==> src/rtl/cpu_mem_arbiter_if.sv <==
// rtl/cpu_mem_arbiter_if.sv - CPU fetch/load-store channels and shared memory port bundle
interface cpu_mem_arbiter_if #(
    parameter int ADDR_W = 32,
    parameter int DATA_W = 32
);
    logic [ADDR_W-1:0]   i_addr;
    logic                i_req_valid;
    logic                i_req_ready;
    logic [DATA_W-1:0]   i_rdata;
    logic                i_rvalid;
    logic                i_rready;

    logic [ADDR_W-1:0]   d_addr;
    logic                d_read;
    logic                d_write;
    logic [DATA_W-1:0]   d_wdata;
    logic [DATA_W/8-1:0] d_wstrb;
    logic                d_req_ready;
    logic [DATA_W-1:0]   d_rdata;
    logic                d_rvalid;
    logic                d_rready;

    logic [ADDR_W-1:0]   m_addr;
    logic                m_read;
    logic                m_write;
    logic [DATA_W-1:0]   m_wdata;
    logic [DATA_W/8-1:0] m_wstrb;
    logic                m_req_ready;
    logic [DATA_W-1:0]   m_rdata;
    logic                m_rvalid;
    logic                m_rready;

    modport slave (
        input  i_addr, i_req_valid, i_rready,
        input  d_addr, d_read, d_write, d_wdata, d_wstrb, d_rready,
        input  m_req_ready, m_rdata, m_rvalid,
        output i_req_ready, i_rdata, i_rvalid,
        output d_req_ready, d_rdata, d_rvalid,
        output m_addr, m_read, m_write, m_wdata, m_wstrb, m_rready
    );

    modport master (
        output i_addr, i_req_valid, i_rready,
        output d_addr, d_read, d_write, d_wdata, d_wstrb, d_rready,
        output m_req_ready, m_rdata, m_rvalid,
        input  i_req_ready, i_rdata, i_rvalid,
        input  d_req_ready, d_rdata, d_rvalid,
        input  m_addr, m_read, m_write, m_wdata, m_wstrb, m_rready
    );
endinterface

==> src/rtl/cpu_mem_arbiter.sv <==
// rtl/cpu_mem_arbiter.sv - round-robin single-outstanding arbiter between CPU fetch and load/store
module cpu_mem_arbiter #(
    parameter int ADDR_W = 32,
    parameter int DATA_W = 32
) (
    input  logic        clk,
    input  logic        rst,
    cpu_mem_arbiter_if.slave bus,
    output logic [31:0] i_grant_cnt,
    output logic [31:0] d_grant_cnt
);
    typedef enum logic [1:0] {S_IDLE, S_REQ, S_WAIT, S_RSP} state_t;

    state_t              r_state;
    state_t              w_next_state;
    logic                r_owner_d;
    logic                r_op_wr;
    logic                r_last_grant_d;
    logic [ADDR_W-1:0]   r_addr;
    logic [DATA_W-1:0]   r_wdata;
    logic [DATA_W/8-1:0] r_wstrb;
    logic [DATA_W-1:0]   r_rdata;
    logic [31:0]         r_i_cnt;
    logic [31:0]         r_d_cnt;

    logic                w_pend_i;
    logic                w_pend_d;
    logic                w_grant_i;
    logic                w_grant_d;

    assign w_pend_i = bus.i_req_valid;
    assign w_pend_d = bus.d_read | bus.d_write;

    always_comb begin
        w_grant_i    = 1'b0;
        w_grant_d    = 1'b0;
        w_next_state = r_state;
        case (r_state)
            S_IDLE: begin
                // On a tie the channel that did not win last time goes first
                if (w_pend_i && w_pend_d) begin
                    w_grant_i = r_last_grant_d;
                    w_grant_d = !r_last_grant_d;
                end else begin
                    w_grant_i = w_pend_i;
                    w_grant_d = w_pend_d;
                end
                if (w_pend_i || w_pend_d)
                    w_next_state = S_REQ;
            end
            S_REQ: begin
                if (bus.m_req_ready)
                    w_next_state = r_op_wr ? S_IDLE : S_WAIT;
            end
            S_WAIT: begin
                if (bus.m_rvalid)
                    w_next_state = S_RSP;
            end
            S_RSP: begin
                if (r_owner_d ? bus.d_rready : bus.i_rready)
                    w_next_state = S_IDLE;
            end
            default: w_next_state = S_IDLE;
        endcase
    end

    always_ff @(posedge clk) begin
        if (rst) begin
            r_state        <= S_IDLE;
            r_owner_d      <= 1'b0;
            r_op_wr        <= 1'b0;
            r_last_grant_d <= 1'b1;
            r_addr         <= '0;
            r_wdata        <= '0;
            r_wstrb        <= '0;
            r_rdata        <= '0;
            r_i_cnt        <= '0;
            r_d_cnt        <= '0;
        end else begin
            r_state <= w_next_state;
            if (w_grant_i) begin
                r_owner_d      <= 1'b0;
                r_last_grant_d <= 1'b0;
                r_op_wr        <= 1'b0;
                r_addr         <= bus.i_addr;
                r_wdata        <= '0;
                r_wstrb        <= '0;
                r_i_cnt        <= r_i_cnt + 32'd1;
            end else if (w_grant_d) begin
                r_owner_d      <= 1'b1;
                r_last_grant_d <= 1'b1;
                r_op_wr        <= bus.d_write;
                r_addr         <= bus.d_addr;
                r_wdata        <= bus.d_wdata;
                r_wstrb        <= bus.d_wstrb;
                r_d_cnt        <= r_d_cnt + 32'd1;
            end
            if (r_state == S_WAIT && bus.m_rvalid)
                r_rdata <= bus.m_rdata;
        end
    end

    assign bus.i_req_ready = w_grant_i;
    assign bus.d_req_ready = w_grant_d;
    assign bus.m_addr      = r_addr;
    assign bus.m_wdata     = r_wdata;
    assign bus.m_wstrb     = r_wstrb;
    assign bus.m_read      = (r_state == S_REQ) && !r_op_wr;
    assign bus.m_write     = (r_state == S_REQ) && r_op_wr;
    assign bus.m_rready    = (r_state == S_WAIT);
    assign bus.i_rvalid    = (r_state == S_RSP) && !r_owner_d;
    assign bus.d_rvalid    = (r_state == S_RSP) && r_owner_d;
    assign bus.i_rdata     = r_rdata;
    assign bus.d_rdata     = r_rdata;
    assign i_grant_cnt     = r_i_cnt;
    assign d_grant_cnt     = r_d_cnt;
endmodule

==> src/flat_wrapper.sv <==
// flat-port wrapper written by rule: the top's interface ports become plain ports
module cpu_mem_arbiter_flat 
#(
    parameter int ADDR_W = 32,
    parameter int DATA_W = 32
)
  (clk, rst, i_grant_cnt, d_grant_cnt, bus_i_addr, bus_i_req_valid, bus_i_rready, bus_d_addr, bus_d_read, bus_d_write, bus_d_wdata, bus_d_wstrb, bus_d_rready, bus_m_req_ready, bus_m_rdata, bus_m_rvalid, bus_i_req_ready, bus_i_rdata, bus_i_rvalid, bus_d_req_ready, bus_d_rdata, bus_d_rvalid, bus_m_addr, bus_m_read, bus_m_write, bus_m_wdata, bus_m_wstrb, bus_m_rready);
  cpu_mem_arbiter_if #(.ADDR_W(ADDR_W), .DATA_W(DATA_W)) bus_i ();
  input  logic clk;
  input  logic rst;
  output logic [31:0] i_grant_cnt;
  output logic [31:0] d_grant_cnt;
  input wire logic [$bits(bus_i.i_addr)-1:0] bus_i_addr;
  input wire logic [$bits(bus_i.i_req_valid)-1:0] bus_i_req_valid;
  input wire logic [$bits(bus_i.i_rready)-1:0] bus_i_rready;
  input wire logic [$bits(bus_i.d_addr)-1:0] bus_d_addr;
  input wire logic [$bits(bus_i.d_read)-1:0] bus_d_read;
  input wire logic [$bits(bus_i.d_write)-1:0] bus_d_write;
  input wire logic [$bits(bus_i.d_wdata)-1:0] bus_d_wdata;
  input wire logic [$bits(bus_i.d_wstrb)-1:0] bus_d_wstrb;
  input wire logic [$bits(bus_i.d_rready)-1:0] bus_d_rready;
  input wire logic [$bits(bus_i.m_req_ready)-1:0] bus_m_req_ready;
  input wire logic [$bits(bus_i.m_rdata)-1:0] bus_m_rdata;
  input wire logic [$bits(bus_i.m_rvalid)-1:0] bus_m_rvalid;
  output wire logic [$bits(bus_i.i_req_ready)-1:0] bus_i_req_ready;
  output wire logic [$bits(bus_i.i_rdata)-1:0] bus_i_rdata;
  output wire logic [$bits(bus_i.i_rvalid)-1:0] bus_i_rvalid;
  output wire logic [$bits(bus_i.d_req_ready)-1:0] bus_d_req_ready;
  output wire logic [$bits(bus_i.d_rdata)-1:0] bus_d_rdata;
  output wire logic [$bits(bus_i.d_rvalid)-1:0] bus_d_rvalid;
  output wire logic [$bits(bus_i.m_addr)-1:0] bus_m_addr;
  output wire logic [$bits(bus_i.m_read)-1:0] bus_m_read;
  output wire logic [$bits(bus_i.m_write)-1:0] bus_m_write;
  output wire logic [$bits(bus_i.m_wdata)-1:0] bus_m_wdata;
  output wire logic [$bits(bus_i.m_wstrb)-1:0] bus_m_wstrb;
  output wire logic [$bits(bus_i.m_rready)-1:0] bus_m_rready;
  assign bus_i.i_addr = bus_i_addr;
  assign bus_i.i_req_valid = bus_i_req_valid;
  assign bus_i.i_rready = bus_i_rready;
  assign bus_i.d_addr = bus_d_addr;
  assign bus_i.d_read = bus_d_read;
  assign bus_i.d_write = bus_d_write;
  assign bus_i.d_wdata = bus_d_wdata;
  assign bus_i.d_wstrb = bus_d_wstrb;
  assign bus_i.d_rready = bus_d_rready;
  assign bus_i.m_req_ready = bus_m_req_ready;
  assign bus_i.m_rdata = bus_m_rdata;
  assign bus_i.m_rvalid = bus_m_rvalid;
  assign bus_i_req_ready = bus_i.i_req_ready;
  assign bus_i_rdata = bus_i.i_rdata;
  assign bus_i_rvalid = bus_i.i_rvalid;
  assign bus_d_req_ready = bus_i.d_req_ready;
  assign bus_d_rdata = bus_i.d_rdata;
  assign bus_d_rvalid = bus_i.d_rvalid;
  assign bus_m_addr = bus_i.m_addr;
  assign bus_m_read = bus_i.m_read;
  assign bus_m_write = bus_i.m_write;
  assign bus_m_wdata = bus_i.m_wdata;
  assign bus_m_wstrb = bus_i.m_wstrb;
  assign bus_m_rready = bus_i.m_rready;
  cpu_mem_arbiter #(.ADDR_W(ADDR_W), .DATA_W(DATA_W)) u_core (.clk(clk), .rst(rst), .bus(bus_i), .i_grant_cnt(i_grant_cnt), .d_grant_cnt(d_grant_cnt));
endmodule
==> config.mk <==
export PLATFORM = sky130hd
export DESIGN_NAME = cpu_mem_arbiter_flat
export DESIGN_NICKNAME = d
export VERILOG_FILES = /design/src/rtl/cpu_mem_arbiter_if.sv /design/src/rtl/cpu_mem_arbiter.sv /design/src/flat_wrapper.sv
export SDC_FILE = /design/constraint.sdc
export NUM_CORES = 1
export LEC_CHECK = 0
export CAP_MARGIN = 20
export CORE_MARGIN = 5
export CORE_UTILIZATION = 37
export DETAILED_ROUTE_END_ITERATION = 10
export PLACE_DENSITY = 0.76
export SLEW_MARGIN = 20
export SYNTH_ARGS = -nofsm -noshare
export SYNTH_HDL_FRONTEND = slang
export SYNTH_SLANG_ARGS = --single-unit
==> constraint.sdc <==
create_clock -name clk -period 1.76 [get_ports clk]
set_input_delay 0.44 -clock clk [delete_from_list [all_inputs] [get_ports clk]]
set_output_delay 0.44 -clock clk [all_outputs]
set_load 0.02 [all_outputs]
Yosys cells after proc, flatten, opt, wreduce, memory -nomap -nowiden
Cells that the tools add are included.

Register bits: 169. Bits of input ports: 141. Output and inout bits: 203. Word-level logic and storage cells: 51.

$add $sub $neg: 2. Equality and inequality tests: 7. Mux-type cells: 15. Bitwise gates (word level): 2. Reductions and logical operators: 15.

Operator list (count): $add 32x1->32 const B (2); $mux 32 (2); $mux 2 (5); $pmux 2 s4 (1); $mux 1 (7); $logic_and 1x1->1 (6); $eq 2x2->1 const B (2); $ne 2x1->1 const B (2); $ne 2x2->1 const B (2); $reduce_and 4->1 (1); $logic_not 1->1 (3); $eq 2x1->1 const B (1); $logic_not 2->1 (1); $reduce_and 2->1 (1); $reduce_bool 2->1 (1); $reduce_or 2->1 (1); $logic_or 1x1->1 (1); $not 1->1 (1); $or 1x1->1 (1).

Longest topological paths before layout
Word-level depth: 6. Depth in mapped cells: 7. Gate-level depth less buffers: 5.

Least setup slack after synthesis
OpenSTA, ideal clock, no wires.

Path kind: register -> register. Start point: reg u_core.r_d_cnt[7], in the netlist u_core.d_grant_cnt[7]. End point: reg u_core.r_d_cnt[31], in the netlist u_core.d_grant_cnt[31]. Library setup time: 121 ps. Arrival time: 1980 ps. Required time: 1639 ps. Slack: -341 ps. Cell stages (with the launch flop): 6. Buffers on the path: 1. Period minus slack after synthesis: 2101 ps. Path through: dfxtp_1 nand4_2 or4_4 buf_6 nor4_1 mux2_2.

Cells in the longest elaborated chain, start to end: 1.

Ends and longest elaborated chain: start: declaration (line cpu_mem_arbiter.sv:24) `logic [31:0] r_d_cnt;`; start signal: assignment (line cpu_mem_arbiter.sv:96) `r_d_cnt <= r_d_cnt + 32'd1;`; $add 32x1->32 (line cpu_mem_arbiter.sv:96).

Every way passes these cells. A chain may end at the register's enable or synchronous reset.

==> reports/metrics.yaml <==
status:
  status: "finished, violations left"
  violations: "negative setup slack"
synthesis:
  synthTopCellsByArea: "dfxtp_1 46%, nand2_1 10%, a21oi_1 9.2%"
  syn_avg_cell_area_um2: 8.20
  yosys-top-cells-count: "196 x nand2_1, 169 x dfxtp_1, 135 x a21oi_1"
  synth_top_area_share_pct: 46.3
  synth-seq-area-share_pct: 46.3
  yosysWarningCount: 0
  syn_inst: 892
  synth_area_mm2: 0.00731
  synth_most_common_cell: "nand2_1"
  synthArstFlopShare_pct: 0
  ys_ff_latch: 169
  synth-edff-count: 0
  synthFlopType: "dfxtp_1"
  synthDominantAreaCellType: "dfxtp_1"
  yosysUniqueCellTypes: 44
  synth_nets: 1035
floorplanning:
  die_w_um: 151
  fp.coreArea_mm2: 0.0195
  start_util_pct: 37.6
  dieArea_mm2: 0.0227
  num_io_pins: 344
  dieHeight_um: 151
  rows: 51
sta:
  finalMaxSlewViolations: 0
  fmax_mhz: 533
  whs_ns: 0.437
  rsz0062_at_grt: "yes"
  worst_pin_slew_ns: 0.494
  fin_crit_ns: 1.88
  slew_headroom_pct: 67.1
  setup_ws_ns: -0.118
  finalSetupViolations: 37
  period_share_pct: 107
  hold_violations: 0
  finalClockSkew_ns: 0.0103
cts:
  numCtsBuffers: 17
  worst_skew_pair.late_latency_ns: 0.43
  holdBufCountCts: 0
  cts_tree: "built"
  h-tree-depth: 4
  clk_path_buf_depth: 2
  root_buffer: "clkbuf_16"
  clk_pin_slew_ns: 0.07
  cts.sinks: 169
place:
  dp_hpwl_um: 18400
  portBuffers: 343
  gp_congestion: 0.824
global_route:
  grt_overflow: 0
  grtUsageMet2_pct: 38.0
  grt_pass1_vias: 7552
  grt_max_degree: 73
  antenna_found_initial: 1
  gr-usage-met3_pct: 8.28
  use_met1_pct: 24.4
  busiest_layer: "met2"
  grt_usage_pct: 21.8
  grt_pass1_wl_um: 39400
setup_path:
  reg2regPathDepth: 7
  cp.buffers_inverters: 2
  crit_type: "reg -> out"
  slowest_delay_ns: 0.35
  cpMostUsedCell: "buf_6"
  crit_fanout: 3
  critPathArrivalTime_ns: 1.44
  worstSetupStartpointType: "flop"
  required_ns: 1.32
  crit_chain: "buf_6 -> nor3b_4 -> and2_4 -> buf_6"
  end_kind: "primary output"
  critPathTopFamily: "simple AND/OR/NAND/NOR gates"
  cp.depth: 4
  slowest_stage: "dfxtp_4"
detailed_routing:
  drtIter0Drc: 328
  ant_nets: 0
  vias: 7869
  drt_wl_total_um: 26300
  route.detailed.drc: 0
  avgRoutedWirePerCell_um: 16.9
  vias_per_cell: 5.07
  drtPass1Iterations: 5
final_layout:
  layout.nets: 1418
  drive_above_1_share_pct: 22.6
  ff_latch_area_mm2: 0.00344
  final_util_pct: 65.0
  fill_cells: 1643
  multiInputGateArea_mm2: 0.00401
  area_growth_pct: 73.0
  diodes: 0
job:
  cap_violations: 0
power_and_ir_drop:
  leakage_uw: 0.00571
  vdd.ir_drop.worst_v: 0.000756
  power_uw: 9400
  power_density_mw_per_mm2: 743
min_path:
  hp-class: "in -> reg"
  min_path_cells: 3
layout make-up:
type	instances	area share [%]
Clock inverter	12	0.732
Multi-Input combinational cell	619	31.7
Sequential cell	169	27.2
Tap cell	265	2.62
Clock buffer	19	3.58
Inverter	13	0.386
Timing Repair Buffer	455	33.8
cell usage in the layout (no fill, tap or decap), types with 13 or more instances in the layout:
| master | netlist | routed |
|---|---|---|
| buf_4 | 33 | 74 |
| a22oi_1 | 32 | 32 |
| mux2_4 | 0 | 18 |
| dfxtp_1 | 169 | 137 |
| o21ai_0 | 13 | 13 |
| o31ai_1 | 18 | 14 |
| nor2b_1 | 23 | 22 |
| or4_4 | 1 | 15 |
| nand4_1 | 14 | 14 |
| nor2_1 | 40 | 39 |
| dfxtp_2 | 0 | 24 |
| clkbuf_16 | 0 | 17 |
| nand3_1 | 21 | 18 |
| a21oi_1 | 135 | 120 |
| dlygate4sd2_1 | 0 | 195 |
| buf_6 | 2 | 33 |
| nand2_1 | 196 | 195 |
| nor4_4 | 0 | 13 |
| clkdlybuf4s50_1 | 0 | 136 |
| a21oi_2 | 0 | 15 |
final timing paths:
kind	endpoint	slack, ns	from
worst max-delay path	bus_i_req_ready	-0.12	flop
worst min-delay path	u_core.i_grant_cnt[30]	0.44	rst
worst max register to register	u_core.i_grant_cnt[21]	-0.12	flop
worst min register to register	u_core.bus.m_wdata[10]	0.45	u_core.bus.m_wdata[10]
sequential cells by signal (all words and copies together) (netlist names), named ones only:
| name | flops |
|---|---|
| u_core.bus.m_wstrb | 4 |
| u_core.bus.m_wdata | 32 |
| u_core.r_owner_d | 1 |
| u_core.d_grant_cnt | 32 |
| u_core.r_state | 1 |
| u_core.r_op_wr | 1 |
| u_core.i_grant_cnt | 32 |
| u_core.bus.d_rdata | 32 |
| u_core.r_last_grant_d | 1 |
| u_core.bus.m_addr | 32 |
routing by layer:
metal,wire (um),vias to the layer above,share of wire [%]
met1,10000,3693,38
met5,0,-,0
met3,2420,40,9.2
met4,592,0,2.3
li1,-,3849,-
met2,13200,287,50
cell families after synthesis:
| logic type | Yosys count | synth area share [%] |
|---|---|---|
| simple gates | 376 | 24.6 |
| compound gates | 204 | 15.9 |
| flops | 169 | 46.3 |
| buf+inv | 107 | 7.99 |
| mux | 26 | 3.97 |
| xor+xnor | 8 | 0.958 |
| fa+ha+maj | 2 | 0.342 |
timing repair:
action	CTS	global route
endpoints found under the setup margin	322	76
setup buffers	16	10
resized for setup	305	79
cloned	7	0
pin swaps	43	30
where the power goes:
group / internal [uW] / switching, uW
clock: 1890 / 1670
combinational: 836 / 914
sequential: 3990 / 98.0
through the flow:
stage	setup slack, ns	area [um2]	cells	TNS, ns
2_1_floorplan	-0.123	7510	892	-1.18
3_3_place_gp	-0.621	11500	1490	-63.90
3_5_place_dp	-0.629	11500	1490	-65.79
4_1_cts	-0.130	12300	1544	-1.94
5_1_grt	-0.210	12700	1552	-5.26
6_report	-0.118	12700	1552	-2.06
worst reg2reg max path: stages (launching register included):
cell	delay, ns
dfxtp_4	0.35
buf_6	0.12
nor3b_4	0.22
buf_6	0.14
nand4_1	0.15
buf_6	0.19
or4_1	0.51
a21oi_1	0.14
(Power assumes the default switching activity.)
